[config.mk]
export PLATFORM = sky130hd
export DESIGN_NAME = fetch_sequencer_flat
export DESIGN_NICKNAME = d
export VERILOG_FILES = /design/src/rtl/fetch_pkg.sv /design/src/rtl/fetch_sequencer_if.sv /design/src/rtl/opcode_assembler.sv /design/src/rtl/fetch_sequencer.sv /design/src/flat_wrapper.sv
export SDC_FILE = /design/constraint.sdc
export NUM_CORES = 1
export LEC_CHECK = 0
export CORE_MARGIN = 2
export CORE_UTILIZATION = 45
export CTS_CLUSTER_SIZE = 20
export DETAILED_ROUTE_END_ITERATION = 10
export GPL_TIMING_DRIVEN = 0
export PLACE_DENSITY = 0.8
export SYNTH_ARGS = -nofsm -noshare
export SYNTH_HDL_FRONTEND = slang
export SYNTH_SLANG_ARGS = --single-unit
[constraint.sdc]
create_clock -name clk -period 2.1 [get_ports clk]
set_input_delay 0.42 -clock clk [delete_from_list [all_inputs] [get_ports clk]]
set_output_delay 0.42 -clock clk [all_outputs]
set_load 0.01 [all_outputs]
[src/rtl/fetch_pkg.sv]
// rtl/fetch_pkg.sv - shared types, length codes and length decode for the fetch sequencer
package fetch_pkg;

  typedef enum logic [2:0] {
    FETCH_A,
    FETCH_B,
    FETCH_C,
    HOLD,
    FAULT
  } state_t;

  localparam logic [1:0] LEN_1   = 2'b00;
  localparam logic [1:0] LEN_2   = 2'b01;
  localparam logic [1:0] LEN_3   = 2'b10;
  localparam logic [1:0] LEN_ILL = 2'b11;

  // The illegal code decodes as 3 bytes; the trap build intercepts it before this matters.
  function automatic logic [1:0] len_bytes(input logic [1:0] code);
    case (code)
      LEN_1:   return 2'd1;
      LEN_2:   return 2'd2;
      default: return 2'd3;
    endcase
  endfunction

endpackage

[src/rtl/fetch_sequencer_if.sv]
// rtl/fetch_sequencer_if.sv - program-memory read port and decoder opcode handshake
interface fetch_sequencer_if #(
  parameter int ADDR_W = 8
);
  logic              mem_req;
  logic [ADDR_W-1:0] mem_addr;
  logic              mem_rdy;
  logic [7:0]        mem_data;
  logic              op_valid;
  logic [23:0]       opcode;
  logic [1:0]        op_len;
  logic [ADDR_W-1:0] op_pc;
  logic              op_ack;

  modport master (
    output mem_req, mem_addr, op_valid, opcode, op_len, op_pc,
    input  mem_rdy, mem_data, op_ack
  );

  modport slave (
    input  mem_req, mem_addr, op_valid, opcode, op_len, op_pc,
    output mem_rdy, mem_data, op_ack
  );
endinterface

[src/rtl/opcode_assembler.sv]
// rtl/opcode_assembler.sv - three-byte opcode latch with per-byte load, tail clear and hold
module opcode_assembler (
  input  logic        clk,
  input  logic        rst,
  input  logic        clear,
  input  logic [2:0]  load,
  input  logic [7:0]  data,
  output logic [23:0] opcode
);
  logic [7:0] byte_a;
  logic [7:0] byte_b;
  logic [7:0] byte_c;

  always_ff @(posedge clk) begin
    if (rst) begin
      byte_a <= 8'h00;
      byte_b <= 8'h00;
      byte_c <= 8'h00;
    end else begin
      if (load[0]) byte_a <= data;
      if (clear) begin
        byte_b <= 8'h00;
        byte_c <= 8'h00;
      end
      if (load[1]) byte_b <= data;
      if (load[2]) byte_c <= data;
    end
  end

  assign opcode = {byte_a, byte_b, byte_c};
endmodule

[src/rtl/fetch_sequencer.sv]
// rtl/fetch_sequencer.sv - PC walk, byte fetch FSM and opcode hand-off to the decoder
// FETCH_ILLEGAL_TRAP_EN: length code 11 traps into a sticky FAULT state instead of decoding as 3 bytes.
module fetch_sequencer
  import fetch_pkg::*;
#(
  parameter int                ADDR_W   = 8,
  parameter logic [ADDR_W-1:0] RESET_PC = '0
) (
  input  logic                 clk,
  input  logic                 rst,
  fetch_sequencer_if.master    bus,
  input  logic                 jmp_en,
  input  logic [ADDR_W-1:0]    jmp_addr,
  input  logic                 halt,
  output logic                 fault
);
  state_t            state;
  state_t            state_nxt;
  logic [ADDR_W-1:0] pc;
  logic [ADDR_W-1:0] op_pc;
  logic [1:0]        op_len;
  logic [2:0]        load;
  logic              clear;
  logic              take;
  logic              illegal;

  assign take = bus.mem_req && bus.mem_rdy;

`ifdef FETCH_ILLEGAL_TRAP_EN
  assign illegal = (bus.mem_data[7:6] == LEN_ILL);
  assign fault   = (state == FAULT);
`else
  assign illegal = 1'b0;
  assign fault   = 1'b0;
`endif

  // Request depends only on registered state plus halt/rst, never on mem_rdy.
  assign bus.mem_req  = !rst && ((state == FETCH_A && !halt) || state == FETCH_B || state == FETCH_C);
  assign bus.mem_addr = pc;
  assign bus.op_valid = (state == HOLD);
  assign bus.op_pc    = op_pc;
  assign bus.op_len   = op_len;

  always_comb begin
    state_nxt = state;
    load      = 3'b000;
    clear     = 1'b0;
    if (jmp_en) begin
      state_nxt = FETCH_A;
    end else begin
      case (state)
        FETCH_A: if (take) begin
          load  = 3'b001;
          clear = 1'b1;
          if (illegal)                                 state_nxt = FAULT;
          else if (len_bytes(bus.mem_data[7:6]) == 2'd1) state_nxt = HOLD;
          else                                         state_nxt = FETCH_B;
        end
        FETCH_B: if (take) begin
          load      = 3'b010;
          state_nxt = (op_len == 2'd2) ? HOLD : FETCH_C;
        end
        FETCH_C: if (take) begin
          load      = 3'b100;
          state_nxt = HOLD;
        end
        HOLD: if (bus.op_ack) state_nxt = FETCH_A;
`ifdef FETCH_ILLEGAL_TRAP_EN
        FAULT: state_nxt = FAULT;
`endif
        default: state_nxt = FETCH_A;
      endcase
    end
  end

  always_ff @(posedge clk) begin
    if (rst) begin
      state  <= FETCH_A;
      pc     <= RESET_PC;
      op_pc  <= RESET_PC;
      op_len <= 2'd0;
    end else begin
      state <= state_nxt;
      if (jmp_en)     pc <= jmp_addr;
      else if (|load) pc <= pc + ADDR_W'(1);
      if (load[0]) begin
        op_pc  <= pc;
        op_len <= len_bytes(bus.mem_data[7:6]);
      end
    end
  end

  opcode_assembler u_asm (
    .clk    (clk),
    .rst    (rst),
    .clear  (clear),
    .load   (load),
    .data   (bus.mem_data),
    .opcode (bus.opcode)
  );
endmodule

[src/flat_wrapper.sv]
// flat-port wrapper written by rule: the top's interface ports become plain ports
module fetch_sequencer_flat import fetch_pkg::*;
#(
  parameter int                ADDR_W   = 8,
  parameter logic [ADDR_W-1:0] RESET_PC = '0
)
  (clk, rst, jmp_en, jmp_addr, halt, fault, bus_mem_req, bus_mem_addr, bus_op_valid, bus_opcode, bus_op_len, bus_op_pc, bus_mem_rdy, bus_mem_data, bus_op_ack);
  fetch_sequencer_if #(.ADDR_W(ADDR_W)) bus_i ();
  input  logic clk;
  input  logic rst;
  input  logic jmp_en;
  input  logic [ADDR_W-1:0] jmp_addr;
  input  logic halt;
  output logic fault;
  output wire logic [$bits(bus_i.mem_req)-1:0] bus_mem_req;
  output wire logic [$bits(bus_i.mem_addr)-1:0] bus_mem_addr;
  output wire logic [$bits(bus_i.op_valid)-1:0] bus_op_valid;
  output wire logic [$bits(bus_i.opcode)-1:0] bus_opcode;
  output wire logic [$bits(bus_i.op_len)-1:0] bus_op_len;
  output wire logic [$bits(bus_i.op_pc)-1:0] bus_op_pc;
  input wire logic [$bits(bus_i.mem_rdy)-1:0] bus_mem_rdy;
  input wire logic [$bits(bus_i.mem_data)-1:0] bus_mem_data;
  input wire logic [$bits(bus_i.op_ack)-1:0] bus_op_ack;
  assign bus_mem_req = bus_i.mem_req;
  assign bus_mem_addr = bus_i.mem_addr;
  assign bus_op_valid = bus_i.op_valid;
  assign bus_opcode = bus_i.opcode;
  assign bus_op_len = bus_i.op_len;
  assign bus_op_pc = bus_i.op_pc;
  assign bus_i.mem_rdy = bus_mem_rdy;
  assign bus_i.mem_data = bus_mem_data;
  assign bus_i.op_ack = bus_op_ack;
  fetch_sequencer #(.ADDR_W(ADDR_W), .RESET_PC(RESET_PC)) u_core (.clk(clk), .rst(rst), .bus(bus_i), .jmp_en(jmp_en), .jmp_addr(jmp_addr), .halt(halt), .fault(fault));
endmodule
Word-level counts from Yosys, hierarchy flattened
Cells that the tools add are included.

storage, ports and cells
  register bits after elaboration = 45
  word-level logic and storage cells = 57

cells by class
  multiplexer cells = 24
  add/sub/neg operators = 1
  reductions and logical operators = 15
  eq/ne operators = 10

operators with widths
  kind                   count
  $mux W8                5
  $mux W3                6
  $pmux W3 S4            1
  $mux W2                5
  $pmux W3 S3            1
  $add A8 B1 Y8 const B  1
  $ne A2 B1 Y1 const B   4
  $eq A3 B2 Y1 const B   2
  $reduce_bool A2 Y1     3
  $mux W1                5
  $eq A2 B1 Y1 const B   2
  $pmux W2 S2            1
  $reduce_and A4 Y1      1
  $eq A3 B1 Y1 const B   1
  $logic_and A1 B1 Y1    3
  $logic_not A3 Y1       1
  $reduce_or A3 Y1       1
  $eq A2 B2 Y1 const B   1
  $logic_not A1 Y1       2
  $logic_not A2 Y1       1
  $logic_or A1 B1 Y1     2
  $reduce_or A2 Y1       1

Depth between registers and ports, before layout
Gate-level depths: netlist of the first run.

  depth after elaboration = 13
  mapped depth = 9

Cells and area by module
Synthesis of the first run repeated with hierarchy kept, for this count alone.

unflattened totals
  cells, all modules = 221
  area total of the unflattened synthesis = 2072.0 um^2

modules (own cells, without submodules)
  module            sequential area each (um^2)  cells each  times used  area each (um^2)
  fetch_sequencer   400.4                        122         1           1081.0
  opcode_assembler  480.5                        99          1           991.0

Worst setup path before layout of the first run
No wires, ideal clock.

  kind = register -> register
  start = register u_core.state[0]
  end = register u_core.pc[1], in the netlist u_core.bus.mem_addr[1]
  arrival = 1.734 ns
  data required time = 1.972 ns
  setup slack = 0.238 ns
  buffers on the path = 0
  cell stages (with the launch flop) = 8
  path through = dfxtp_1 inv_1 ha_1 or2_2 o221a_4 mux2_4 mux2i_1 nor2_1

between the ends
  longest elaborated chain between the ends = 11
  elaborated cells on any way between the ends = 15
  classes of those cells = 2 x eq/ne; 5 x mux; 8 x reduce/logical

RTL lines
  item                             RTL line                                      source
  from (decl)                      fetch_sequencer.sv:17                         state_t state;
  from (signal assigned)           fetch_sequencer.sv:83                         state <= state_nxt;
  $logic_not A3 Y1                 fetch_sequencer.sv:38, fetch_sequencer.sv:51
  $logic_and A1 B1 Y1              fetch_sequencer.sv:38                         assign bus.mem_req = !rst && ((state == FETCH_A && !halt) || state == FETCH_B || state == FETCH_C);
  $logic_or A1 B1 Y1 (2 in a row)  fetch_sequencer.sv:38
  $logic_and A1 B1 Y1              fetch_sequencer.sv:38
  $logic_and A1 B1 Y1              fetch_sequencer.sv:27                         assign take = bus.mem_req && bus.mem_rdy;
  $mux W1 (tied with other cells)  fetch_sequencer.sv:52                         FETCH_A: if (take) begin
  $pmux W3 S3 *                    fetch_sequencer.sv:51                         case (state)
  $mux W3 *                        fetch_sequencer.sv:48                         if (jmp_en) begin
  $reduce_or A3 Y1 *               fetch_sequencer.sv:85                         else if (|load) pc <= pc + ADDR_W'(1);
  $reduce_bool A2 Y1 (no line) *   --
  to (signal assigned)             fetch_sequencer.sv:84                         if (jmp_en) pc <= jmp_addr;
  to (signal assigned)             fetch_sequencer.sv:85
  to (decl)                        fetch_sequencer.sv:19                         logic [ADDR_W-1:0] pc;

Every way passes the cells marked *; elsewhere a longest branch is shown, timed or not.
A chain may end at the register's enable or synchronous reset.

Worst setup path in the final report of the first run
Ends and elaborated chain as after synthesis.

==> impl_metrics.xml, run 1 <==
<?xml version="1.0" encoding="UTF-8"?>
<metrics>
  <group name="worst_setup_path">
    <metric name="critical_path.reg2reg.startpoint" unit="">u_core.state[0]$_SDFFE_PP0P_</metric>
    <metric name="worstSetupStartpointType" unit="">flop</metric>
    <metric name="cpPeakStageDelay" unit="ps">390</metric>
    <metric name="cp_cell_sequence" unit="">inv_1 &gt; ha_1 &gt; buf_2 &gt; and2b_1 &gt; o221a_4 &gt; mux2_4 &gt; mux2i_1 &gt; nor2_1</metric>
    <metric name="r2r_cells" unit="">8</metric>
    <metric name="reg2reg_to" unit="">u_core.bus.mem_addr[1]$_SDFFE_PP0P_</metric>
    <metric name="critPathMaxFanout" unit="">10</metric>
    <metric name="worst_ep_arrival_time" unit="ps">2180</metric>
    <metric name="timing.reg2reg.setup_slack" unit="ps">110</metric>
    <metric name="crit_path_required_time" unit="ps">2280</metric>
    <metric name="critical_path.endpoint_type" unit="">flop</metric>
    <metric name="crit_path_top_delay_cell" unit="">sky130_fd_sc_hd__dfxtp_1</metric>
    <metric name="worstSetupPathType" unit="">flop to flop</metric>
  </group>
  <group name="synthesis">
    <metric name="synth_area_leaders" unit="">sky130_fd_sc_hd__dfxtp_1 (46%), sky130_fd_sc_hd__a22o_1 (7.3%), sky130_fd_sc_hd__nand2_1 (7.0%)</metric>
    <metric name="postSynth.asyncResetShare" unit="%">0</metric>
    <metric name="ys_types" unit="">43</metric>
    <metric name="synthDominantAreaCellType" unit="">sky130_fd_sc_hd__dfxtp_1</metric>
    <metric name="synth_edf_count" unit="">0</metric>
    <metric name="ys_seq_area_share" unit="%">45.9</metric>
    <metric name="postSynthNetCount" unit="">233</metric>
    <metric name="synth_warnings" unit="">0</metric>
    <metric name="post_synth_instance_area" unit="sq um">1920</metric>
    <metric name="synth-seq-cells" unit="">44</metric>
    <metric name="postSynthAreaPerCell" unit="sq um">9.31</metric>
    <metric name="synth_top_area_share" unit="%">45.9</metric>
    <metric name="synthFlopType" unit="">sky130_fd_sc_hd__dfxtp_1</metric>
    <metric name="postSynthCellCount" unit="">206</metric>
  </group>
  <group name="floorplanning">
    <metric name="core-area" unit="sq um">4060</metric>
    <metric name="floorplan.die.width" unit="um">69.3</metric>
    <metric name="die_h" unit="um">69.3</metric>
    <metric name="initial_core_util" unit="%">47.3</metric>
    <metric name="top_level_ports" unit="">67</metric>
    <metric name="design.die.area" unit="sq um">4800</metric>
    <metric name="placementRows" unit="">23</metric>
  </group>
  <group name="power_and_ir_drop">
    <metric name="cellPowerDensity" unit="nW/um^2">600</metric>
    <metric name="sequential_group_share_of_total_power" unit="%">54.1</metric>
    <metric name="ir_drop" unit="uV">279</metric>
    <metric name="power.internal" unit="mW">1.20</metric>
    <metric name="design_power_total" unit="mW">1.62</metric>
    <metric name="comb_power_share" unit="%">14.4</metric>
    <metric name="clock_power_share" unit="%">31.5</metric>
    <metric name="netSwitchingPower" unit="mW">0.422</metric>
    <metric name="power.static_leakage" unit="nW">0.994</metric>
    <metric name="switching_share" unit="%">26.0</metric>
  </group>
  <group name="timing">
    <metric name="setup_viol_count_final" unit="">0</metric>
    <metric name="postLayoutSetupSlackWorst" unit="ps">106</metric>
    <metric name="hold_vio_cnt_final" unit="">0</metric>
    <metric name="finalMaxSlewViolations" unit="">0</metric>
    <metric name="max_slew.worst_pin.slew" unit="ps">806</metric>
    <metric name="grt_setup_unrepaired" unit="">false</metric>
    <metric name="slew_headroom" unit="%">46.1</metric>
    <metric name="fin_worst_skew" unit="ps">4.94</metric>
    <metric name="setup_tns" unit="ps">0</metric>
    <metric name="period_minus_slack" unit="ps">1990</metric>
    <metric name="final.hold.worst_slack" unit="ps">390</metric>
    <metric name="clock.fmax" unit="MHz">502</metric>
    <metric name="timing.final.crit_share" unit="%">94.9</metric>
  </group>
  <group name="global_route">
    <metric name="overflow" unit="">0</metric>
    <metric name="grt_usage" unit="%">20.6</metric>
    <metric name="largest_net_degree_at_the_start_of_global_routing" unit="">18</metric>
    <metric name="antenna_violations_before_repair" unit="">0</metric>
    <metric name="grt_pass1_vias" unit="">1685</metric>
    <metric name="grt_first_pass_wirelength" unit="mm">8.07</metric>
  </group>
  <group name="route">
    <metric name="wirelength" unit="mm">4.80</metric>
    <metric name="vias_per_cell" unit="">5.31</metric>
    <metric name="drtAntennaViolNets" unit="">0</metric>
    <metric name="drcViolationCount" unit="">0</metric>
    <metric name="initialDrtViolationCount" unit="">82</metric>
    <metric name="route.vias.total" unit="">1727</metric>
    <metric name="wl_per_cell" unit="um">14.8</metric>
    <metric name="first_pass_iters" unit="">4</metric>
  </group>
  <group name="layout">
    <metric name="fin_util" unit="%">66.6</metric>
    <metric name="drive_gt1_share" unit="%">11.3</metric>
    <metric name="insertedDiodeCount" unit="">0</metric>
    <metric name="area_delta_synth_final" unit="%">41.0</metric>
    <metric name="instances_no_fill" unit="">325</metric>
    <metric name="sequential_cell_area" unit="sq um">881</metric>
    <metric name="final_area" unit="sq um">2700</metric>
    <metric name="num-fill-cells" unit="">336</metric>
    <metric name="area_occupied_by_multi_input_gates" unit="sq um">940</metric>
    <metric name="final_net_count" unit="">302</metric>
  </group>
  <group name="place">
    <metric name="placed_area" unit="sq um">2610</metric>
    <metric name="dp.final_hpwl" unit="mm">3.47</metric>
    <metric name="placed_cells" unit="">319</metric>
    <metric name="placement.setup.worst_slack" unit="ps">-282</metric>
    <metric name="gp_congestion" unit="">0.770</metric>
    <metric name="buffer_ports.inserted" unit="">63</metric>
  </group>
  <group name="worst_hold_path">
    <metric name="worst_hold_startpoint" unit="">rst</metric>
    <metric name="timing.hold.worst_path_depth" unit="">2</metric>
    <metric name="hp-class" unit="">input port to flop</metric>
    <metric name="worst_hold_path.endpoint" unit="">u_core.bus.op_len[1]$_SDFFE_PP0P_</metric>
  </group>
  <group name="cts">
    <metric name="numCtsBuffers" unit="">5</metric>
    <metric name="clkSinkCount" unit="">44</metric>
    <metric name="clk_latency" unit="ps">290</metric>
    <metric name="cts_max_path_buffers" unit="">2</metric>
    <metric name="clockRootBuffer" unit="">sky130_fd_sc_hd__clkbuf_8</metric>
    <metric name="h_tree_depth" unit="">2</metric>
    <metric name="hold_buffers" unit="">0</metric>
    <metric name="path_clk_slew" unit="ps">80</metric>
    <metric name="cts_tree" unit="">yes</metric>
  </group>
  <group name="run">
    <metric name="max_cap_violations" unit="">0</metric>
  </group>
  <group name="outcome">
    <metric name="outcome" unit="">completed</metric>
  </group>
</metrics>
cell type report:
| cell class | count | share of cell area [%] |
|---|---|---|
| plain buffers | 11 | 2.68 |
| multi-input cells | 140 | 34.8 |
| repair buffers | 63 | 23.3 |
| clock buffers | 5 | 2.55 |
| clock inverters | 2 | 0.463 |
| well taps | 50 | 2.31 |
| flip-flops and latches | 44 | 32.6 |
| inverters | 10 | 1.39 |
kinds of logic (layout without fill, tap and decap cells):
| logic type | after synthesis | in the layout | synth area share [%] |
|---|---|---|---|
| simple gates | 63 | 63 | 16.1 |
| compound gates | 61 | 61 | 23.6 |
| flops | 44 | 44 | 45.9 |
| buf+inv | 22 | 91 | 5.87 |
| xor+xnor | 7 | 7 | 3.20 |
| fa+ha+maj | 5 | 5 | 3.26 |
| mux | 3 | 3 | 1.83 |
| other cells | 1 | 1 | 0.196 |
worst max path at each step:
stage	start	to	slack (ps)	cells past startpoint
after global routing	u_core.state[1]$_SDFFE_PP0P_	u_core.bus.mem_addr[1]$_SDFFE_PP0P_	5	8
after global placement	rst	bus_mem_req	-300	5
after floorplan	u_core.state[0]$_SDFFE_PP0P_	u_core.bus.mem_addr[1]$_SDFFE_PP0P_	240	7
after detailed placement	rst	bus_mem_req	-280	5
after CTS	u_core.state[0]$_SDFFE_PP0P_	u_core.bus.mem_addr[1]$_SDFFE_PP0P_	110	8
final	u_core.state[0]$_SDFFE_PP0P_	u_core.bus.mem_addr[1]$_SDFFE_PP0P_	110	8
layout by cell type (no fill, tap or decap), drive strengths merged, types with 2 or more instances in the layout:
| cell | n |
|---|---|
| o21a | 6 |
| nor3 | 4 |
| xor2 | 3 |
| inv | 10 |
| xnor2 | 4 |
| a2bb2oi | 2 |
| buf | 8 |
| nand2b | 3 |
| nand4 | 2 |
| clkdlybuf4s50 | 62 |
| mux2i | 2 |
| nand2 | 37 |
| nand3 | 3 |
| a21oi | 27 |
| a211oi | 3 |
| ha | 5 |
| dfxtp | 44 |
| a22o | 16 |
| clkbuf | 8 |
| nor2 | 6 |
flip-flops by register name (all words and copies together) (netlist names):
| register | cells |
|---|---|
| u_core.u_asm.byte_a | 8 |
| u_core.u_asm.byte_b | 8 |
| u_core.bus.op_pc | 8 |
| u_core.state | 2 |
| u_core.bus.op_len | 2 |
| u_core.u_asm.byte_c | 8 |
| u_core.bus.mem_addr | 8 |
what timing repair did:
action / in CTS / in global routing
setup buffers: 0 / 0
gates resized for setup: 7 / 0
endpoints found under the setup margin: 9 / 0
layer usage:
metal / up-vias / share of wire, % / global-route usage (%)
met4: 0 / 1.7 / 7.19
met2: 66 / 46 / 33.3
met1: 800 / 44 / 26.2
met3: 9 / 8.2 / 5.81
met5: - / 0 / 0
li1: 852 / - / -
critical path, delay by kind of cell (launching register included):
kind            cells  cell delay (ps)
mux                 2              450
flops               1              390
compound gates      1              290
buf+inv             2              280
simple gates        2              260
fa+ha+maj           1              230
synth_stat cells, types with 2 or more instances:
master / count
sky130_fd_sc_hd__a211oi_1: 2
sky130_fd_sc_hd__a21oi_1: 25
sky130_fd_sc_hd__a21oi_2: 2
sky130_fd_sc_hd__a22o_1: 16
sky130_fd_sc_hd__a2bb2oi_1: 2
sky130_fd_sc_hd__buf_2: 3
sky130_fd_sc_hd__buf_6: 3
sky130_fd_sc_hd__clkbuf_1: 4
sky130_fd_sc_hd__dfxtp_1: 44
sky130_fd_sc_hd__ha_1: 5
sky130_fd_sc_hd__inv_1: 10
sky130_fd_sc_hd__mux2i_1: 2
sky130_fd_sc_hd__nand2_1: 36
sky130_fd_sc_hd__nand2b_1: 2
sky130_fd_sc_hd__nand3_1: 3
sky130_fd_sc_hd__nand4_1: 2
sky130_fd_sc_hd__nor2_1: 6
sky130_fd_sc_hd__nor3_1: 4
sky130_fd_sc_hd__o21a_1: 6
sky130_fd_sc_hd__xnor2_1: 4
sky130_fd_sc_hd__xor2_1: 3
power groups by stage:
| stage | clock [mW] | combinational, mW | sequential [mW] |
|---|---|---|---|
| after global placement | 0 | 0.229 | 0.897 |
| after global routing | 0.556 | 0.254 | 0.881 |
| after CTS | 0.518 | 0.234 | 0.878 |
| after floorplan | 0 | 0.115 | 0.901 |
| final | 0.511 | 0.234 | 0.878 |
| after detailed placement | 0 | 0.233 | 0.897 |
(Power assumes the default switching activity.)
==> run 2, diff against run 1 <==
==> constraint.sdc (replaced) <==
create_clock -name clk -period 1.9 [get_ports clk]
set_input_delay 0.38 -clock clk [delete_from_list [all_inputs] [get_ports clk]]
set_output_delay 0.38 -clock clk [all_outputs]
set_load 0.01 [all_outputs]
==> run 2 against run 1 <==
Compared with the run above:
- flip-flop and latch count stayed put
- register-to-register slack got worse by 90 ps
- critical path type unchanged
- critical endpoint unchanged
- clock power grew 9.2%
- hold slack gained 64 ps
- combinational power grew 18%
- setup slack got worse by 94 ps
- fmax is 5.6% higher
==> impl_metrics.xml, run 2 (same netlist as run 1, synthesis figures left out) <==
<?xml version="1.0" encoding="UTF-8"?>
<metrics>
  <group name="worst_setup_path">
    <metric name="worst_ep_arrival_time" unit="ps">2070</metric>
    <metric name="timing.reg2reg.setup_slack" unit="ps">10</metric>
    <metric name="crit_path_top_delay_cell" unit="">sky130_fd_sc_hd__dfxtp_2</metric>
    <metric name="crit_path_required_time" unit="ps">2080</metric>
    <metric name="worstSetupStartpointType" unit="">flop</metric>
    <metric name="worstSetupPathType" unit="">flop to flop</metric>
    <metric name="critPathMaxFanout" unit="">10</metric>
    <metric name="cp_cell_sequence" unit="">inv_1 &gt; ha_4 &gt; buf_4 &gt; and2b_1 &gt; o221a_4 &gt; mux2_4 &gt; mux2i_1 &gt; nor2_1</metric>
    <metric name="cpPeakStageDelay" unit="ps">340</metric>
    <metric name="critical_path.endpoint_type" unit="">flop</metric>
  </group>
  <group name="timing">
    <metric name="final.hold.worst_slack" unit="ps">454</metric>
    <metric name="period_minus_slack" unit="ps">1890</metric>
    <metric name="max_slew.worst_pin.slew" unit="ps">707</metric>
    <metric name="hold_vio_cnt_final" unit="">0</metric>
    <metric name="slew_headroom" unit="%">52.8</metric>
    <metric name="setup_tns" unit="ps">0</metric>
    <metric name="grt_setup_unrepaired" unit="">true</metric>
    <metric name="timing.final.crit_share" unit="%">99.4</metric>
    <metric name="fin_worst_skew" unit="ps">2.81</metric>
    <metric name="setup_viol_count_final" unit="">0</metric>
    <metric name="clock.fmax" unit="MHz">530</metric>
    <metric name="finalMaxSlewViolations" unit="">0</metric>
  </group>
  <group name="outcome">
    <metric name="outcome" unit="">completed</metric>
  </group>
  <group name="layout">
    <metric name="final_net_count" unit="">305</metric>
    <metric name="sequential_cell_area" unit="sq um">886</metric>
    <metric name="area_delta_synth_final" unit="%">45.7</metric>
    <metric name="insertedDiodeCount" unit="">0</metric>
    <metric name="area_occupied_by_multi_input_gates" unit="sq um">1000</metric>
    <metric name="layout_common_cells" unit="">sky130_fd_sc_hd__clkdlybuf4s50_1 (61), sky130_fd_sc_hd__dfxtp_1 (42), sky130_fd_sc_hd__nand2_1 (36), sky130_fd_sc_hd__a21oi_1 (24), sky130_fd_sc_hd__a22o_1 (16)</metric>
    <metric name="mostFrequentLayoutCell" unit="">sky130_fd_sc_hd__clkdlybuf4s50_1</metric>
    <metric name="num-fill-cells" unit="">312</metric>
    <metric name="instances_no_fill" unit="">328</metric>
    <metric name="drive_gt1_share" unit="%">14.7</metric>
    <metric name="final_area" unit="sq um">2800</metric>
  </group>
  <group name="cts">
    <metric name="hold_buffers" unit="">0</metric>
    <metric name="clk_latency" unit="ps">290</metric>
    <metric name="cts_max_path_buffers" unit="">2</metric>
    <metric name="numCtsBuffers" unit="">5</metric>
    <metric name="cts_tree" unit="">yes</metric>
    <metric name="path_clk_slew" unit="ps">80</metric>
    <metric name="clockRootBuffer" unit="">sky130_fd_sc_hd__clkbuf_8</metric>
    <metric name="clkSinkCount" unit="">44</metric>
    <metric name="h_tree_depth" unit="">2</metric>
  </group>
  <group name="floorplanning">
    <metric name="placementRows" unit="">23</metric>
    <metric name="floorplan.die.width" unit="um">69.3</metric>
    <metric name="top_level_ports" unit="">67</metric>
    <metric name="die_h" unit="um">69.3</metric>
    <metric name="initial_core_util" unit="%">47.3</metric>
    <metric name="design.die.area" unit="sq um">4800</metric>
    <metric name="core-area" unit="sq um">4060</metric>
  </group>
  <group name="place">
    <metric name="placed_area" unit="sq um">2610</metric>
    <metric name="dp.final_hpwl" unit="mm">3.47</metric>
    <metric name="buffer_ports.inserted" unit="">63</metric>
    <metric name="placed_cells" unit="">319</metric>
    <metric name="gp_congestion" unit="">0.770</metric>
  </group>
  <group name="global_route">
    <metric name="grt_usage" unit="%">20.5</metric>
    <metric name="grt_pass1_vias" unit="">1680</metric>
    <metric name="overflow" unit="">0</metric>
    <metric name="largest_net_degree_at_the_start_of_global_routing" unit="">14</metric>
    <metric name="grt_first_pass_wirelength" unit="mm">8.06</metric>
    <metric name="antenna_violations_before_repair" unit="">0</metric>
  </group>
  <group name="route">
    <metric name="vias_per_cell" unit="">5.28</metric>
    <metric name="routedLengthMet1" unit="mm">2.16</metric>
    <metric name="drtAntennaViolNets" unit="">0</metric>
    <metric name="wirelength" unit="mm">4.88</metric>
    <metric name="first_pass_iters" unit="">4</metric>
    <metric name="detailroute.wirelength.met2" unit="mm">2.31</metric>
    <metric name="initialDrtViolationCount" unit="">90</metric>
    <metric name="top_layer_used" unit="">met4</metric>
    <metric name="met3_wirelength_from_detailed_routing" unit="um">332</metric>
    <metric name="wl_per_cell" unit="um">14.9</metric>
    <metric name="route.vias.total" unit="">1733</metric>
    <metric name="drcViolationCount" unit="">0</metric>
  </group>
  <group name="worst_hold_path">
    <metric name="hp-class" unit="">flop to flop</metric>
  </group>
  <group name="power_and_ir_drop">
    <metric name="cellPowerDensity" unit="nW/um^2">645</metric>
    <metric name="ir_drop" unit="uV">309</metric>
    <metric name="power.static_leakage" unit="nW">1.05</metric>
  </group>
  <group name="run">
    <metric name="max_cap_violations" unit="">0</metric>
  </group>
</metrics>
[run 2: cell count changes in the layout (fill, tap and decap cells not counted), sizes merged]
cell           delta
dlygate4sd2       -1
clkdlybuf4s50     -1
clkdlybuf4s15     +1
clkbuf            +1
dlymetal6s2s      +1
buf               +2
[run 2: report_power, final]
group,internal (mW),switching [mW],total (mW)
combinational,0.145,0.132,0.276
clock,0.249,0.309,0.558
sequential,0.943,0.0259,0.969
total,1.34,0.466,1.80
[run 2: repair_timing]
| action | CTS | global route |
|---|---|---|
| setup buffers | 1 | 1 |
| endpoints found under the hold margin | 0 | 0 |
| endpoints found under the setup margin | 32 | 24 |
| pin swaps | 0 | 2 |
| gates resized for setup | 13 | 11 |
[run 2: path summary, 6_finish.rpt]
check / cells after the start / end / start
setup / recovery: 8 / u_core.bus.mem_addr[1]$_SDFFE_PP0P_ / u_core.state[0]$_SDFFE_PP0P_
hold / removal: 2 / u_core.bus.op_pc[5]$_SDFFE_PP0P_ / u_core.bus.op_pc[5]$_SDFFE_PP0P_
setup reg to reg: 8 / u_core.bus.mem_addr[1]$_SDFFE_PP0P_ / u_core.state[0]$_SDFFE_PP0P_
hold reg to reg: 2 / u_core.bus.op_pc[5]$_SDFFE_PP0P_ / u_core.bus.op_pc[5]$_SDFFE_PP0P_
[run 2: metrics by stage]
stage	setup slack (ps)	power, mW	util (%)
2_1_floorplan	38.2	1.12	-
3_3_place_gp	-424	1.24	64.4
3_5_place_dp	-402	1.25	64.4
4_1_cts	10.4	1.81	67.4
5_1_grt	-78.1	1.89	68.9
6_report	12.3	1.80	68.9
[run 2: metal layers]
layer  vias to the layer above  track usage [%]
li1                        856                -
met1                       814             25.9
met2                        54             33.5
met3                         9             5.81
met4                         0             7.19
met5                         -                0
[run 2: layout make-up]
type / instances / area share [%]
plain buffers: 12 / 2.86
clock buffers: 5 / 2.46
clock inverters: 2 / 0.448
inverters: 10 / 1.34
multi-input cells: 140 / 35.8
flip-flops and latches: 44 / 31.7
well taps: 50 / 2.24
repair buffers: 65 / 23.2
[run 2: worst max-delay path, delay by kind of cell, from the launching register on]
kind                     cells  cell delay (ps)
multiplexers                 2              450
flip-flops                   1              340
AO/OA/AOI/OAI                1              290
buffers and inverters        2              270
AND/OR/NAND/NOR              2              250
adder cells (fa/ha/maj)      1              190
==> run 3, diff against run 2 <==
--- a/config.mk
+++ b/config.mk
@@ -6,11 +6,12 @@
 export NUM_CORES = 1
 export LEC_CHECK = 0
 export CORE_MARGIN = 2
-export CORE_UTILIZATION = 45
+export CORE_UTILIZATION = 60
 export CTS_CLUSTER_SIZE = 20
 export DETAILED_ROUTE_END_ITERATION = 10
+export DONT_BUFFER_PORTS = 1
 export GPL_TIMING_DRIVEN = 0
-export PLACE_DENSITY = 0.8
+export PLACE_DENSITY = 0.76
 export SYNTH_ARGS = -nofsm -noshare
 export SYNTH_HDL_FRONTEND = slang
 export SYNTH_SLANG_ARGS = --single-unit
==> run 3 against run 2 <==
Compared with the run above:
- via count down 13%
- critical path type unchanged
- register-to-register slack better by 20 ps
- non-clock buffer count decreased by 57
- largest power group unchanged
- core utilization is 4.2 points higher
- clock skew increased by 2.3 ps
- combinational power fell by 33%
- clock power rose by 25%
- largest cell class unchanged
- critical endpoint is now u_core.u_asm.byte_c[1]$_SDFFE_PP0P_
- routed wire length shrank 9.3%
==> impl_metrics.xml, run 3 (same netlist as run 1, synthesis figures left out) <==
<?xml version="1.0" encoding="UTF-8"?>
<metrics>
  <group name="outcome">
    <metric name="outcome" unit="">completed</metric>
  </group>
  <group name="global_route">
    <metric name="overflow" unit="">0</metric>
    <metric name="antenna_violations_before_repair" unit="">0</metric>
    <metric name="grt_first_pass_wirelength" unit="mm">6.67</metric>
    <metric name="grt_pass1_vias" unit="">1432</metric>
    <metric name="grt_usage" unit="%">24.4</metric>
    <metric name="largest_net_degree_at_the_start_of_global_routing" unit="">14</metric>
  </group>
  <group name="layout">
    <metric name="layout_common_cells" unit="">sky130_fd_sc_hd__dfxtp_1 (42), sky130_fd_sc_hd__nand2_1 (36), sky130_fd_sc_hd__a21oi_1 (23), sky130_fd_sc_hd__a22o_1 (16)</metric>
    <metric name="insertedDiodeCount" unit="">0</metric>
    <metric name="instances_no_fill" unit="">265</metric>
    <metric name="final_net_count" unit="">248</metric>
    <metric name="num-fill-cells" unit="">227</metric>
    <metric name="area_delta_synth_final" unit="%">16.4</metric>
    <metric name="final_area" unit="sq um">2230</metric>
    <metric name="drive_gt1_share" unit="%">20.8</metric>
    <metric name="mostFrequentLayoutCell" unit="">sky130_fd_sc_hd__dfxtp_1</metric>
  </group>
  <group name="worst_setup_path">
    <metric name="worstSetupStartpointType" unit="">flop</metric>
    <metric name="critical_path.endpoint_type" unit="">flop</metric>
    <metric name="reg2reg_to" unit="">u_core.u_asm.byte_c[1]$_SDFFE_PP0P_</metric>
    <metric name="critPathMaxFanout" unit="">8</metric>
    <metric name="crit_path_required_time" unit="ps">2150</metric>
    <metric name="r2r_cells" unit="">8</metric>
    <metric name="timing.reg2reg.setup_slack" unit="ps">40</metric>
    <metric name="worstSetupPathType" unit="">flop to flop</metric>
    <metric name="worst_ep_arrival_time" unit="ps">2120</metric>
    <metric name="critical_path.reg2reg.startpoint" unit="">u_core.state[1]$_SDFFE_PP0P_</metric>
  </group>
  <group name="route">
    <metric name="drcViolationCount" unit="">0</metric>
    <metric name="route.vias.total" unit="">1506</metric>
    <metric name="vias_per_cell" unit="">5.68</metric>
    <metric name="wirelength" unit="mm">4.42</metric>
    <metric name="first_pass_iters" unit="">4</metric>
    <metric name="initialDrtViolationCount" unit="">98</metric>
    <metric name="drtAntennaViolNets" unit="">0</metric>
    <metric name="wl_per_cell" unit="um">16.7</metric>
  </group>
  <group name="timing">
    <metric name="clock.fmax" unit="MHz">536</metric>
    <metric name="slew_headroom" unit="%">58.8</metric>
    <metric name="postLayoutSetupSlackWorst" unit="ps">35.4</metric>
    <metric name="hold_vio_cnt_final" unit="">0</metric>
    <metric name="period_minus_slack" unit="ps">1860</metric>
    <metric name="grt_setup_unrepaired" unit="">true</metric>
    <metric name="fin_worst_skew" unit="ps">5.06</metric>
    <metric name="timing.final.crit_share" unit="%">98.1</metric>
    <metric name="setup_viol_count_final" unit="">0</metric>
    <metric name="finalMaxSlewViolations" unit="">0</metric>
    <metric name="max_slew.worst_pin.slew" unit="ps">618</metric>
    <metric name="setup_tns" unit="ps">0</metric>
  </group>
  <group name="power_and_ir_drop">
    <metric name="ir_drop" unit="uV">666</metric>
    <metric name="cellPowerDensity" unit="nW/um^2">837</metric>
    <metric name="comb_power_share" unit="%">10.0</metric>
    <metric name="netSwitchingPower" unit="mW">0.438</metric>
    <metric name="design_power_total" unit="mW">1.87</metric>
    <metric name="power.internal" unit="mW">1.43</metric>
    <metric name="clock_power_share" unit="%">37.4</metric>
    <metric name="power.static_leakage" unit="nW">0.842</metric>
    <metric name="switching_share" unit="%">23.4</metric>
    <metric name="sequential_group_share_of_total_power" unit="%">52.7</metric>
  </group>
  <group name="cts">
    <metric name="path_clk_slew" unit="ps">120</metric>
    <metric name="h_tree_depth" unit="">2</metric>
    <metric name="numCtsBuffers" unit="">5</metric>
    <metric name="cts_max_path_buffers" unit="">2</metric>
    <metric name="cts_tree" unit="">yes</metric>
    <metric name="clockRootBuffer" unit="">sky130_fd_sc_hd__clkbuf_4</metric>
    <metric name="clkSinkCount" unit="">44</metric>
    <metric name="clk_latency" unit="ps">350</metric>
  </group>
  <group name="worst_hold_path">
    <metric name="timing.hold.worst_path_depth" unit="">1</metric>
    <metric name="worst_hold_startpoint" unit="">bus_mem_data[4]</metric>
    <metric name="hp-class" unit="">input port to flop</metric>
    <metric name="worst_hold_path.endpoint" unit="">u_core.u_asm.byte_c[4]$_SDFFE_PP0P_</metric>
  </group>
  <group name="floorplanning">
    <metric name="initial_core_util" unit="%">62.8</metric>
    <metric name="die_h" unit="um">60.5</metric>
    <metric name="floorplan.die.width" unit="um">60.5</metric>
    <metric name="top_level_ports" unit="">67</metric>
    <metric name="placementRows" unit="">20</metric>
    <metric name="core-area" unit="sq um">3050</metric>
    <metric name="design.die.area" unit="sq um">3670</metric>
  </group>
  <group name="place">
    <metric name="placed_cells" unit="">250</metric>
    <metric name="dp.final_hpwl" unit="mm">3.18</metric>
    <metric name="placement.setup.worst_slack" unit="ps">-175</metric>
    <metric name="placed_area" unit="sq um">1970</metric>
    <metric name="gp_congestion" unit="">0.813</metric>
    <metric name="buffer_ports.inserted" unit="">0</metric>
  </group>
  <group name="run">
    <metric name="max_cap_violations" unit="">0</metric>
  </group>
</metrics>
## run 3: cell types whose count changed in the layout (fill, tap and decap cells not counted), sizes merged
cell,before,now
clkbuf,9,10
clkdlybuf4s15,1,0
buf,10,15
clkdlybuf4s50,61,0
clkinvlp,1,0
dlymetal6s2s,1,0
bufinv,0,2
clkinv,1,0
## run 3: how the worst max path moves through the flow
stage	slack, ps	from	endpoint
5_1_grt	-20	u_core.state[1]$_SDFFE_PP0P_	u_core.u_asm.byte_c[7]$_SDFFE_PP0P_
4_1_cts	2	u_core.state[1]$_SDFFE_PP0P_	u_core.bus.op_len[0]$_SDFFE_PP0P_
2_1_floorplan	40	u_core.state[0]$_SDFFE_PP0P_	u_core.bus.mem_addr[1]$_SDFFE_PP0P_
3_3_place_gp	-100	u_core.state[0]$_SDFFE_PP0P_	u_core.u_asm.byte_b[7]$_SDFFE_PP0P_
6_report	40	u_core.state[1]$_SDFFE_PP0P_	u_core.u_asm.byte_c[1]$_SDFFE_PP0P_
3_5_place_dp	-180	u_core.state[0]$_SDFFE_PP0P_	u_core.u_asm.byte_b[6]$_SDFFE_PP0P_
## run 3: final cells by class
type | instances | area [sq um] | area share, %
Clock buffer | 5 | 37.5 | 1.68
Inverter | 10 | 42.5 | 1.91
Timing Repair Buffer | 8 | 63.8 | 2.86
Buffer | 12 | 88.8 | 3.98
Sequential cell | 44 | 888 | 39.8
Multi-Input combinational cell | 140 | 996 | 44.6
Clock inverter | 2 | 60.1 | 2.69
Tap cell | 44 | 55.1 | 2.47
## run 3: per-stage QoR
stage / hold slack, ps / utilization (%)
floorplan: 481 / -
global placement: 492 / 64.6
detailed placement: 498 / 64.6
CTS: 142 / 68.8
global route: 131 / 73.1
finish: 144 / 73.1
## run 3: worst max-delay path: stages, from the launching register on
cell and delay (ps):
sky130_fd_sc_hd__dfxtp_4 390, sky130_fd_sc_hd__buf_4 140, sky130_fd_sc_hd__ha_4 170, sky130_fd_sc_hd__nor2_2 220, sky130_fd_sc_hd__a211oi_4 120, sky130_fd_sc_hd__buf_4 180, sky130_fd_sc_hd__and4b_1 180, sky130_fd_sc_hd__clkbuf_4 170
sky130_fd_sc_hd__a22o_1 200
## run 3: repair_timing
action                                  4_1_cts  5_1_grt
endpoints found under the setup margin       36       20
hold buffers                                  0        0
pin swaps                                     0        6
setup buffers                                 0        8
gates resized for setup                       9       19
## run 3: power groups by stage
stage               logic, mW  registers, mW  clock network [mW]
floorplan               0.128          0.996                   0
global placement        0.149           1.00                   0
detailed placement      0.154           1.01                   0
CTS                     0.162          0.986               0.700
global route            0.204          0.988               0.741
finish                  0.186          0.985               0.699
## run 3: routing by layer
metal / track usage, % / vias to the layer above / part of all wire [%]
met3: 8.32 / 5 / 7.9
met1: 31.1 / 711 / 43
met5: 0 / - / 0
met4: 6.52 / 0 / 0.97
met2: 39.8 / 51 / 48
li1: - / 739 / -
